==> config.mk <==
export PLATFORM = sky130hd
export DESIGN_NAME = jstk_spi_responder_flat
export DESIGN_NICKNAME = d
export VERILOG_FILES = /design/src/rtl/jstk_spi_responder_pkg.sv /design/src/rtl/jstk_spi_responder_if.sv /design/src/rtl/jstk_spi_responder_sync.sv /design/src/rtl/jstk_spi_responder.sv /design/src/flat_wrapper.sv
export SDC_FILE = /design/constraint.sdc
export NUM_CORES = 1
export LEC_CHECK = 0
export CORE_MARGIN = 1
export CORE_UTILIZATION = 50
export DETAILED_ROUTE_END_ITERATION = 6
export PLACE_DENSITY = 0.75
export REMOVE_ABC_BUFFERS = 1
export SKIP_CTS_REPAIR_TIMING = 1
export SYNTH_ARGS = -nofsm -noshare
export SYNTH_HDL_FRONTEND = slang
export SYNTH_SLANG_ARGS = --single-unit
==> constraint.sdc <==
create_clock -name clk -period 1.85 [get_ports clk]
set_input_delay 0.37 -clock clk [delete_from_list [all_inputs] [get_ports clk]]
set_output_delay 0.37 -clock clk [all_outputs]
set_load 0.02 [all_outputs]
==> src/rtl/jstk_spi_responder_pkg.sv <==
// Shared types and constants for the PmodJSTK SPI responder.
// Holds the FSM state enum, frame constants and the frame packing helper.
package jstk_pkg;

    typedef enum logic [1:0] {IDLE, SHIFT, OVERRUN} jstk_state_e;

    localparam int         JSTK_FRAME_BYTES = 5;
    localparam logic [5:0] JSTK_CMD_HDR     = 6'b100000;

    localparam int B_XLO = 0;
    localparam int B_XHI = 1;
    localparam int B_YLO = 2;
    localparam int B_YHI = 3;
    localparam int B_BTN = 4;

    // Byte B_XLO lands in the MSBs so it is the first byte shifted out.
    function automatic logic [JSTK_FRAME_BYTES*8-1:0] jstk_frame(
        input logic [9:0] x,
        input logic [9:0] y,
        input logic [2:0] b
    );
        logic [0:JSTK_FRAME_BYTES-1][7:0] f;
        f[B_XLO] = x[7:0];
        f[B_XHI] = {6'b0, x[9:8]};
        f[B_YLO] = y[7:0];
        f[B_YHI] = {6'b0, y[9:8]};
        f[B_BTN] = {5'b0, b};
        return f;
    endfunction

endpackage

==> src/rtl/jstk_spi_responder_if.sv <==
// SPI bus between a joystick master and the responder.
// The master drives ss_n/sclk/mosi; the slave drives miso.
interface jstk_spi_responder_if;
    logic ss_n;
    logic sclk;
    logic mosi;
    logic miso;

    modport master (output ss_n, output sclk, output mosi, input miso);
    modport slave  (input ss_n, input sclk, input mosi, output miso);
endinterface

==> src/rtl/jstk_spi_responder_sync.sv <==
// Pin synchronizer with registered rise/fall detect taken from the last two flops.
// RST_VAL is the idle level of the pin so reset release creates no false edge.
module spi_pin_sync #(
    parameter int   SYNC_STAGES = 2,
    parameter logic RST_VAL     = 1'b0
) (
    input  logic clk,
    input  logic clr_n,
    input  logic i_pin,
    output logic o_level,
    output logic o_rise,
    output logic o_fall
);

    logic [SYNC_STAGES-1:0] r_sync;
    logic                   r_rise;
    logic                   r_fall;

    always_ff @(posedge clk or negedge clr_n) begin
        if (!clr_n) begin
            r_sync <= {SYNC_STAGES{RST_VAL}};
            r_rise <= 1'b0;
            r_fall <= 1'b0;
        end else begin
            r_sync <= {r_sync[SYNC_STAGES-2:0], i_pin};
            r_rise <= r_sync[SYNC_STAGES-2] & ~r_sync[SYNC_STAGES-1];
            r_fall <= ~r_sync[SYNC_STAGES-2] & r_sync[SYNC_STAGES-1];
        end
    end

    assign o_level = r_sync[SYNC_STAGES-1];
    assign o_rise  = r_rise;
    assign o_fall  = r_fall;

endmodule

==> src/rtl/jstk_spi_responder.sv <==
// SPI mode-0 slave emulating a PmodJSTK: answers 5-byte frames with X/Y/buttons, latches LED command.
// Optional macro JSTK_RESP_STATS_EN adds frame_cnt/abort_cnt statistics outputs.
module jstk_spi_responder
    import jstk_pkg::*;
#(
    parameter int SYNC_STAGES = 2,
    parameter int NUM_BYTES   = JSTK_FRAME_BYTES,
    parameter int POS_W       = 10
) (
    input  logic                 clk,
    input  logic                 clr_n,
    jstk_spi_responder_if.slave  spi,
    input  logic [POS_W-1:0]     pos_x,
    input  logic [POS_W-1:0]     pos_y,
    input  logic [2:0]           btn,
    output logic [1:0]           led,
    output logic                 cmd_valid,
    output logic                 frame_done,
    output logic                 busy
`ifdef JSTK_RESP_STATS_EN
    ,
    output logic [15:0]          frame_cnt,
    output logic [15:0]          abort_cnt
`endif
);

    localparam int         TX_W      = JSTK_FRAME_BYTES * 8;
    localparam logic [7:0] NB        = 8'(NUM_BYTES);
    localparam logic [7:0] LAST_BYTE = 8'(NUM_BYTES - 1);

    logic w_ss_level, w_ss_rise, w_ss_fall;
    logic w_sclk_level, w_sclk_rise, w_sclk_fall;
    logic w_mosi, w_mosi_rise, w_mosi_fall;
    logic w_unused;

    jstk_state_e r_state, w_state_nxt;
    logic [TX_W-1:0] r_tx;
    logic [7:0]      r_rx;
    logic [7:0]      w_rx_nxt;
    logic [2:0]      r_bit_cnt;
    logic [7:0]      r_byte_cnt;
    logic [1:0]      r_led;
    logic            r_cmd_valid;
    logic            r_frame_done;
    logic            r_busy;
`ifdef JSTK_RESP_STATS_EN
    logic [15:0]     r_frame_cnt;
    logic [15:0]     r_abort_cnt;
`endif

    spi_pin_sync #(.SYNC_STAGES(SYNC_STAGES), .RST_VAL(1'b1)) u_sync_ss (
        .clk(clk), .clr_n(clr_n), .i_pin(spi.ss_n),
        .o_level(w_ss_level), .o_rise(w_ss_rise), .o_fall(w_ss_fall)
    );
    spi_pin_sync #(.SYNC_STAGES(SYNC_STAGES), .RST_VAL(1'b0)) u_sync_sclk (
        .clk(clk), .clr_n(clr_n), .i_pin(spi.sclk),
        .o_level(w_sclk_level), .o_rise(w_sclk_rise), .o_fall(w_sclk_fall)
    );
    spi_pin_sync #(.SYNC_STAGES(SYNC_STAGES), .RST_VAL(1'b0)) u_sync_mosi (
        .clk(clk), .clr_n(clr_n), .i_pin(spi.mosi),
        .o_level(w_mosi), .o_rise(w_mosi_rise), .o_fall(w_mosi_fall)
    );

    assign w_unused = ^{w_ss_level, w_sclk_level, w_mosi_rise, w_mosi_fall};
    assign w_rx_nxt = {r_rx[6:0], w_mosi};

    always_ff @(posedge clk or negedge clr_n) begin
        if (!clr_n) r_state <= IDLE;
        else        r_state <= w_state_nxt;
    end

    // ss_n edges take priority over any sclk edge seen in the same cycle.
    always_comb begin
        w_state_nxt = r_state;
        case (r_state)
            IDLE:    if (w_ss_fall) w_state_nxt = SHIFT;
            SHIFT: begin
                if (w_ss_rise)
                    w_state_nxt = IDLE;
                else if (w_sclk_rise && r_bit_cnt == 3'd7 && r_byte_cnt == LAST_BYTE)
                    w_state_nxt = OVERRUN;
            end
            OVERRUN: if (w_ss_rise) w_state_nxt = IDLE;
            default: w_state_nxt = IDLE;
        endcase
    end

    always_ff @(posedge clk or negedge clr_n) begin
        if (!clr_n) begin
            r_tx         <= '0;
            r_rx         <= '0;
            r_bit_cnt    <= '0;
            r_byte_cnt   <= '0;
            r_led        <= 2'b00;
            r_cmd_valid  <= 1'b0;
            r_frame_done <= 1'b0;
            r_busy       <= 1'b0;
`ifdef JSTK_RESP_STATS_EN
            r_frame_cnt  <= '0;
            r_abort_cnt  <= '0;
`endif
        end else begin
            r_cmd_valid  <= 1'b0;
            r_frame_done <= 1'b0;
            if (r_state == IDLE) begin
                if (w_ss_fall) begin
                    r_tx       <= jstk_frame(pos_x[9:0], pos_y[9:0], btn);
                    r_rx       <= '0;
                    r_bit_cnt  <= '0;
                    r_byte_cnt <= '0;
                    r_busy     <= 1'b1;
                end
            end else if (w_ss_rise) begin
                r_busy <= 1'b0;
                if (r_bit_cnt == 3'd0 && r_byte_cnt >= NB) begin
                    r_frame_done <= 1'b1;
`ifdef JSTK_RESP_STATS_EN
                    r_frame_cnt  <= r_frame_cnt + 16'd1;
                end else begin
                    r_abort_cnt  <= r_abort_cnt + 16'd1;
`endif
                end
            end else if (w_sclk_rise) begin
                r_rx      <= w_rx_nxt;
                r_bit_cnt <= r_bit_cnt + 3'd1;
                if (r_bit_cnt == 3'd7) begin
                    // Saturate so long overrun frames still read as complete.
                    if (r_byte_cnt != 8'hFF) r_byte_cnt <= r_byte_cnt + 8'd1;
                    if (r_byte_cnt == 8'd0 && w_rx_nxt[7:2] == JSTK_CMD_HDR) begin
                        r_led       <= w_rx_nxt[1:0];
                        r_cmd_valid <= 1'b1;
                    end
                end
            end else if (w_sclk_fall && r_state == SHIFT) begin
                r_tx <= {r_tx[TX_W-2:0], 1'b0};
            end
        end
    end

    assign spi.miso   = (r_state == SHIFT) & r_tx[TX_W-1];
    assign led        = r_led;
    assign cmd_valid  = r_cmd_valid;
    assign frame_done = r_frame_done;
    assign busy       = r_busy;
`ifdef JSTK_RESP_STATS_EN
    assign frame_cnt  = r_frame_cnt;
    assign abort_cnt  = r_abort_cnt;
`endif

endmodule

==> src/flat_wrapper.sv <==
// flat-port wrapper written by rule: the top's interface ports become plain ports
module jstk_spi_responder_flat import jstk_pkg::*;
#(
    parameter int SYNC_STAGES = 2,
    parameter int NUM_BYTES   = JSTK_FRAME_BYTES,
    parameter int POS_W       = 10
)
  (clk, clr_n, pos_x, pos_y, btn, led, cmd_valid, frame_done, busy, spi_ss_n, spi_sclk, spi_mosi, spi_miso);
  jstk_spi_responder_if spi_i ();
  input  logic clk;
  input  logic clr_n;
  input  logic [POS_W-1:0] pos_x;
  input  logic [POS_W-1:0] pos_y;
  input  logic [2:0] btn;
  output logic [1:0] led;
  output logic cmd_valid;
  output logic frame_done;
  output logic busy;
  input wire logic [$bits(spi_i.ss_n)-1:0] spi_ss_n;
  input wire logic [$bits(spi_i.sclk)-1:0] spi_sclk;
  input wire logic [$bits(spi_i.mosi)-1:0] spi_mosi;
  output wire logic [$bits(spi_i.miso)-1:0] spi_miso;
  assign spi_i.ss_n = spi_ss_n;
  assign spi_i.sclk = spi_sclk;
  assign spi_i.mosi = spi_mosi;
  assign spi_miso = spi_i.miso;
  jstk_spi_responder #(.SYNC_STAGES(SYNC_STAGES), .NUM_BYTES(NUM_BYTES), .POS_W(POS_W)) u_core (.clk(clk), .clr_n(clr_n), .spi(spi_i), .pos_x(pos_x), .pos_y(pos_y), .btn(btn), .led(led), .cmd_valid(cmd_valid), .frame_done(frame_done), .busy(busy));
endmodule
# After elaboration in Yosys (flattened, before gate mapping)
# Cells that the tools add are included.
[classes]
addsub = 2
magnitude_cmp = 1
eq_ne = 11
muxes = 34
n_bitwise = 11
reduce_logical = 19
[ops]
columns = ["operator", "count"]
rows = [
  ["$mux 40", 5],
  ["$mux 8", 6],
  ["$mux 7", 3],
  ["$mux 3", 4],
  ["$mux 1", 11],
  ["$reduce_and 5->1", 2],
  ["$reduce_bool 2->1", 5],
  ["$add 8x1->8 const B", 1],
  ["$eq 8x3->1 const B", 1],
  ["$ge 8x3->1 const B", 1],
  ["$logic_not 8->1", 1],
  ["$mux 2", 4],
  ["$ne 8x8->1 const B", 1],
  ["$eq 6x6->1 const B", 1],
  ["$not 1->1", 6],
  ["$pmux 2 s3", 1],
  ["$reduce_and 3->1", 2],
  ["$and 1x1->1", 5],
  ["$logic_and 1x1->1", 5],
  ["$ne 2x1->1 const B", 2],
  ["$ne 2x2->1 const B", 2],
  ["$reduce_and 4->1", 1],
  ["$add 3x1->3 const B", 1],
  ["$eq 3x3->1 const B", 1],
  ["6 further kinds", 6],
]
[word_totals]
reg_bits = 75
in_bits = 28
output_inout_bits = 6
elab_cells = 94

# Logic depth before layout (Yosys ltp)
[depth]
depth_word = 7
depth_mapped = 6

# Hierarchy
# From an unflattened synthesis, not the netlist that was laid out.
[unflattened]
cells_unflattened = 277
area_unflattened_um2 = 3284.4
[by_module_without_submodules]
columns = ["module", "instances", "cells_per_inst", "area_each_um2", "seq_area_each_um2"]
rows = [
  ["jstk_spi_responder", 1, 259, 2936.6, 1626.6],
  ["spi_pin_sync (u_core.u_sync_mosi ...)", 2, 6, 115.1, 100.1],
  ["spi_pin_sync (u_core.u_sync_ss)", 1, 6, 117.6, 102.6],
]

# Worst setup path before layout
# OpenSTA, ideal clock, no wires.
[synth_timing]
path_type = "reg2reg"
from = "register u_core.r_byte_cnt[2]"
to = "register u_core.r_led[0], in the netlist u_core.led[0]"
setup_time_ns = 0.125
t_arrival_ns = 1.575
t_required_ns = 1.725
path_slack_ns = 0.150
stages_incl_launch_ff = 5
cell_sequence = "dfrtp_1 > buf_6 > or4b_1 > nor4_4 > mux2_2"
[synth_between]
elab_chain_len = 3
[synth_lines]
columns = ["element", "line_no", "text"]
rows = [
  ["start, declared", "jstk_spi_responder.sv:41", "logic [7:0] r_byte_cnt;"],
  ["start signal, assigned", "jstk_spi_responder.sv:128", "if (r_byte_cnt != 8'hFF) r_byte_cnt <= r_byte_cnt + 8'd1;"],
  ["$logic_not 8->1", "jstk_spi_responder.sv:129", "if (r_byte_cnt == 8'd0 && w_rx_nxt[7:2] == JSTK_CMD_HDR) begin"],
  ["$logic_and 1x1->1", "jstk_spi_responder.sv:129", ""],
  ["$reduce_and 5->1 (no source line)", "--", ""],
  ["end signal, assigned", "jstk_spi_responder.sv:130", "r_led <= w_rx_nxt[1:0];"],
  ["end, declared", "jstk_spi_responder.sv:42", "logic [1:0] r_led;"],
]
# Every way passes these cells.
# A chain may end at the register's enable or synchronous reset.

# Worst setup path in the final report
# Same ends and word-level chain as after synthesis.

==> results.json <==
{
  "run_status": "complete, but fails checks",
  "failed_checks": "negative hold slack",
  "fin_tns_setup_ps": 0,
  "cp.depth": 3,
  "viasPerCell": 5.60,
  "fp.dieArea_um2": 6700,
  "final.setup_skew_ps": 8.42,
  "core-area_um2": 6030,
  "r2r_cells": 3,
  "hold_violations": 7,
  "register_area_um2": 1880,
  "rows": 28,
  "grt_max_degree": 64,
  "start_util_pct": 52.9,
  "p_sw_mw": 1.49,
  "antenna_found_initial": 0,
  "report.final.slew_viol_count": 0,
  "grt_pass1_vias": 2117,
  "top_layer_used": "met4",
  "grt_pass1_wl_mm": 9.88,
  "max-slew-margin-rel_pct": 66.3,
  "portBuffers": 33,
  "start_kind": "register",
  "clkLatencyLatePin_ps": 340,
  "fin_area_um2": 3940,
  "ant_nets": 0,
  "layout_setup_ws_ps": 85.2,
  "cts_root_buffer": "clkbuf_8",
  "clock-sinks": 75,
  "crit_path_end_kind": "register",
  "p_leak_nw": 1.88,
  "wl_mm": 5.87,
  "gr-total-overflow": 0,
  "arrival_ps": 1980,
  "placed_area_um2": 3710,
  "r2r_start": "u_core.r_byte_cnt[2]",
  "swShare_pct": 31.1,
  "finalSetupViolCount": 0,
  "netlist_instances": 268,
  "avgSynthCellArea_um2": 11.9,
  "synth_seq_cells": 75,
  "dp_slack_ps": 57.2,
  "netlist_area_um2": 3190,
  "p_clk_share_pct": 26.3,
  "areaGrowthSynthToFinish_pct": 23.5,
  "m1WireLength_mm": 2.73,
  "num_vias": 2200,
  "power_frac_seq_pct": 45.8,
  "ios": 34,
  "fin_crit_ps": 1760,
  "drt_iter0_drc": 148,
  "wire_per_inst_um": 14.9,
  "clk_pin_slew_ps": 80,
  "critPathMaxStageDelay_ps": 570,
  "crit_buf_inv": 0,
  "wl_met3_um": 189,
  "drcViolationCount": 0,
  "synth-edff-count": 0,
  "fin_crit_sh_pct": 95.4,
  "place_congestion": 0.817,
  "holdWs_ps": -6.23,
  "powerDensity_nw_per_um2": 1220,
  "die_h_um": 81.8,
  "p_int_mw": 3.31,
  "slowest_stage": "or4b_4",
  "cpLargestDelayFamily": "simple AND/OR/NAND/NOR gates",
  "chipWidth_um": 81.8,
  "r2r_setup_slack_ps": 90,
  "dp_hpwl_mm": 3.98,
  "synth_cell_type_count": 40,
  "final_layout_size_suffix_gt1_share_pct": 15.1,
  "fmaxAchievable_mhz": 567,
  "layout_commonest_cell": "dfrtp_1",
  "critPathRequiredTime_ps": 2070,
  "combPwrFrac_pct": 27.9,
  "cts_tree": "built",
  "nets": 347,
  "yosysSeqAreaShare_pct": 59.0,
  "num_antenna_cells": 0,
  "drv_cap": 0,
  "yosysWarnings": 0,
  "cp_cell_sequence": "or4b_4 > nor4_4 > mux2_2",
  "met2_length_mm": 2.82,
  "cts_made_buffers": 9,
  "min_path_type": "in2async",
  "fillers": 475,
  "track_usage_pct": 20.1,
  "clockBufferDepth": 2,
  "worst_pin_slew_ps": 506,
  "final_cell_mix": "72 x dfrtp_1, 31 x clkdlybuf4s50_1, 28 x nand2_1",
  "cp_max_fo": 2,
  "critPathKind": "reg2reg",
  "multi_input_area_um2": 1230,
  "peakVddDrop_uv": 818,
  "reg2reg_to": "u_core.led[0]",
  "async_flop_share_pct": 100,
  "h-tree-depth": 3,
  "rsz0062_at_grt": "false",
  "drt_pass1_iterations": 5,
  "synthFlopType": "dfrtp_1"
}
==> area by class of cell <==
cell class | instances | area share (%)
clock inverter | 4 | 1.24
clock buffer | 12 | 3.94
timing repair buffer | 49 | 12.7
multi-input combinational | 171 | 31.3
inverter | 7 | 0.668
tap | 75 | 2.38
sequential | 75 | 47.8
==> kinds of logic after synthesis <==
kind of cell | count (synthesis) | share of synthesized area, %
AOI/OAI and AO/OA | 76 | 16.5
xor gates and xnor gates | 1 | 0.275
adders and majority gates | 6 | 2.36
buffers and inverters | 22 | 3.18
DFF | 75 | 59.0
muxes | 25 | 7.93
and+or+nand+nor | 63 | 10.8
==> how the worst max path moves through the flow <==
stage                               startpoint                  end
after floorplan              u_core.r_state[1]  u_core.r_bit_cnt[0]
after global placement    u_core.r_byte_cnt[6]        u_core.led[1]
after detailed placement  u_core.r_byte_cnt[6]        u_core.led[0]
after CTS                    u_core.r_state[0]             spi_miso
after global routing      u_core.r_byte_cnt[2]        u_core.led[0]
final                     u_core.r_byte_cnt[2]        u_core.led[0]
==> metal layers <==
layer	track usage, %	vias up
met5	0	-
met4	8.77	0
met3	4.89	12
met2	31.0	41
met1	26.9	1089
li1	-	1058
==> state kept, by name, indices dropped and copies added, names as in the netlist <==
signal and cells:
u_core.busy 1, u_core.cmd_valid 1, u_core.frame_done 1, u_core.led 2, u_core.r_bit_cnt 3, u_core.r_byte_cnt 8, u_core.r_rx 7, u_core.r_state 2
u_core.r_tx 40, u_core.u_sync_mosi.r_sync 2, u_core.u_sync_sclk.o_fall 1, u_core.u_sync_sclk.o_rise 1, u_core.u_sync_sclk.r_sync 2, u_core.u_sync_ss.o_fall 1, u_core.u_sync_ss.o_rise 1, u_core.u_sync_ss.r_sync 2
==> synth_stat cells, drive strengths merged (3+ instances only) <==
cell type / number / area share [%]
nor2b: 4 / 0.79
a31oi: 11 / 2.4
o21a: 3 / 0.71
nor3: 3 / 0.47
a22o: 26 / 7.1
inv: 7 / 0.82
mux2i: 23 / 7.2
nand2: 28 / 3.3
o21ai: 28 / 4.4
a21oi: 3 / 0.47
clkbuf: 5 / 0.59
nand3: 3 / 0.47
buf: 10 / 1.8
ha: 6 / 2.4
dfrtp: 73 / 57
nor2: 7 / 0.98
==> metrics by stage <==
stage          cells  power, mW  utilization [%]  hold WS [ps]
2_1_floorplan    253       3.10                -          74.4
3_3_place_gp     376       3.52             61.6           336
3_5_place_dp     376       3.58             61.6           355
4_1_cts          392       4.85             65.0         -2.74
5_1_grt          393       5.11             65.3          14.9
6_report         393       4.80             65.3         -6.23
==> power groups by stage <==
stage                     sequential, mW  clock [mW]  combinational (mW)
after floorplan                     2.19           0               0.910
after global placement              2.21           0                1.31
after detailed placement            2.22           0                1.35
after CTS                           2.20        1.29                1.36
after global routing                2.24        1.37                1.50
final                               2.20        1.26                1.34
(Power assumes the default switching activity.)
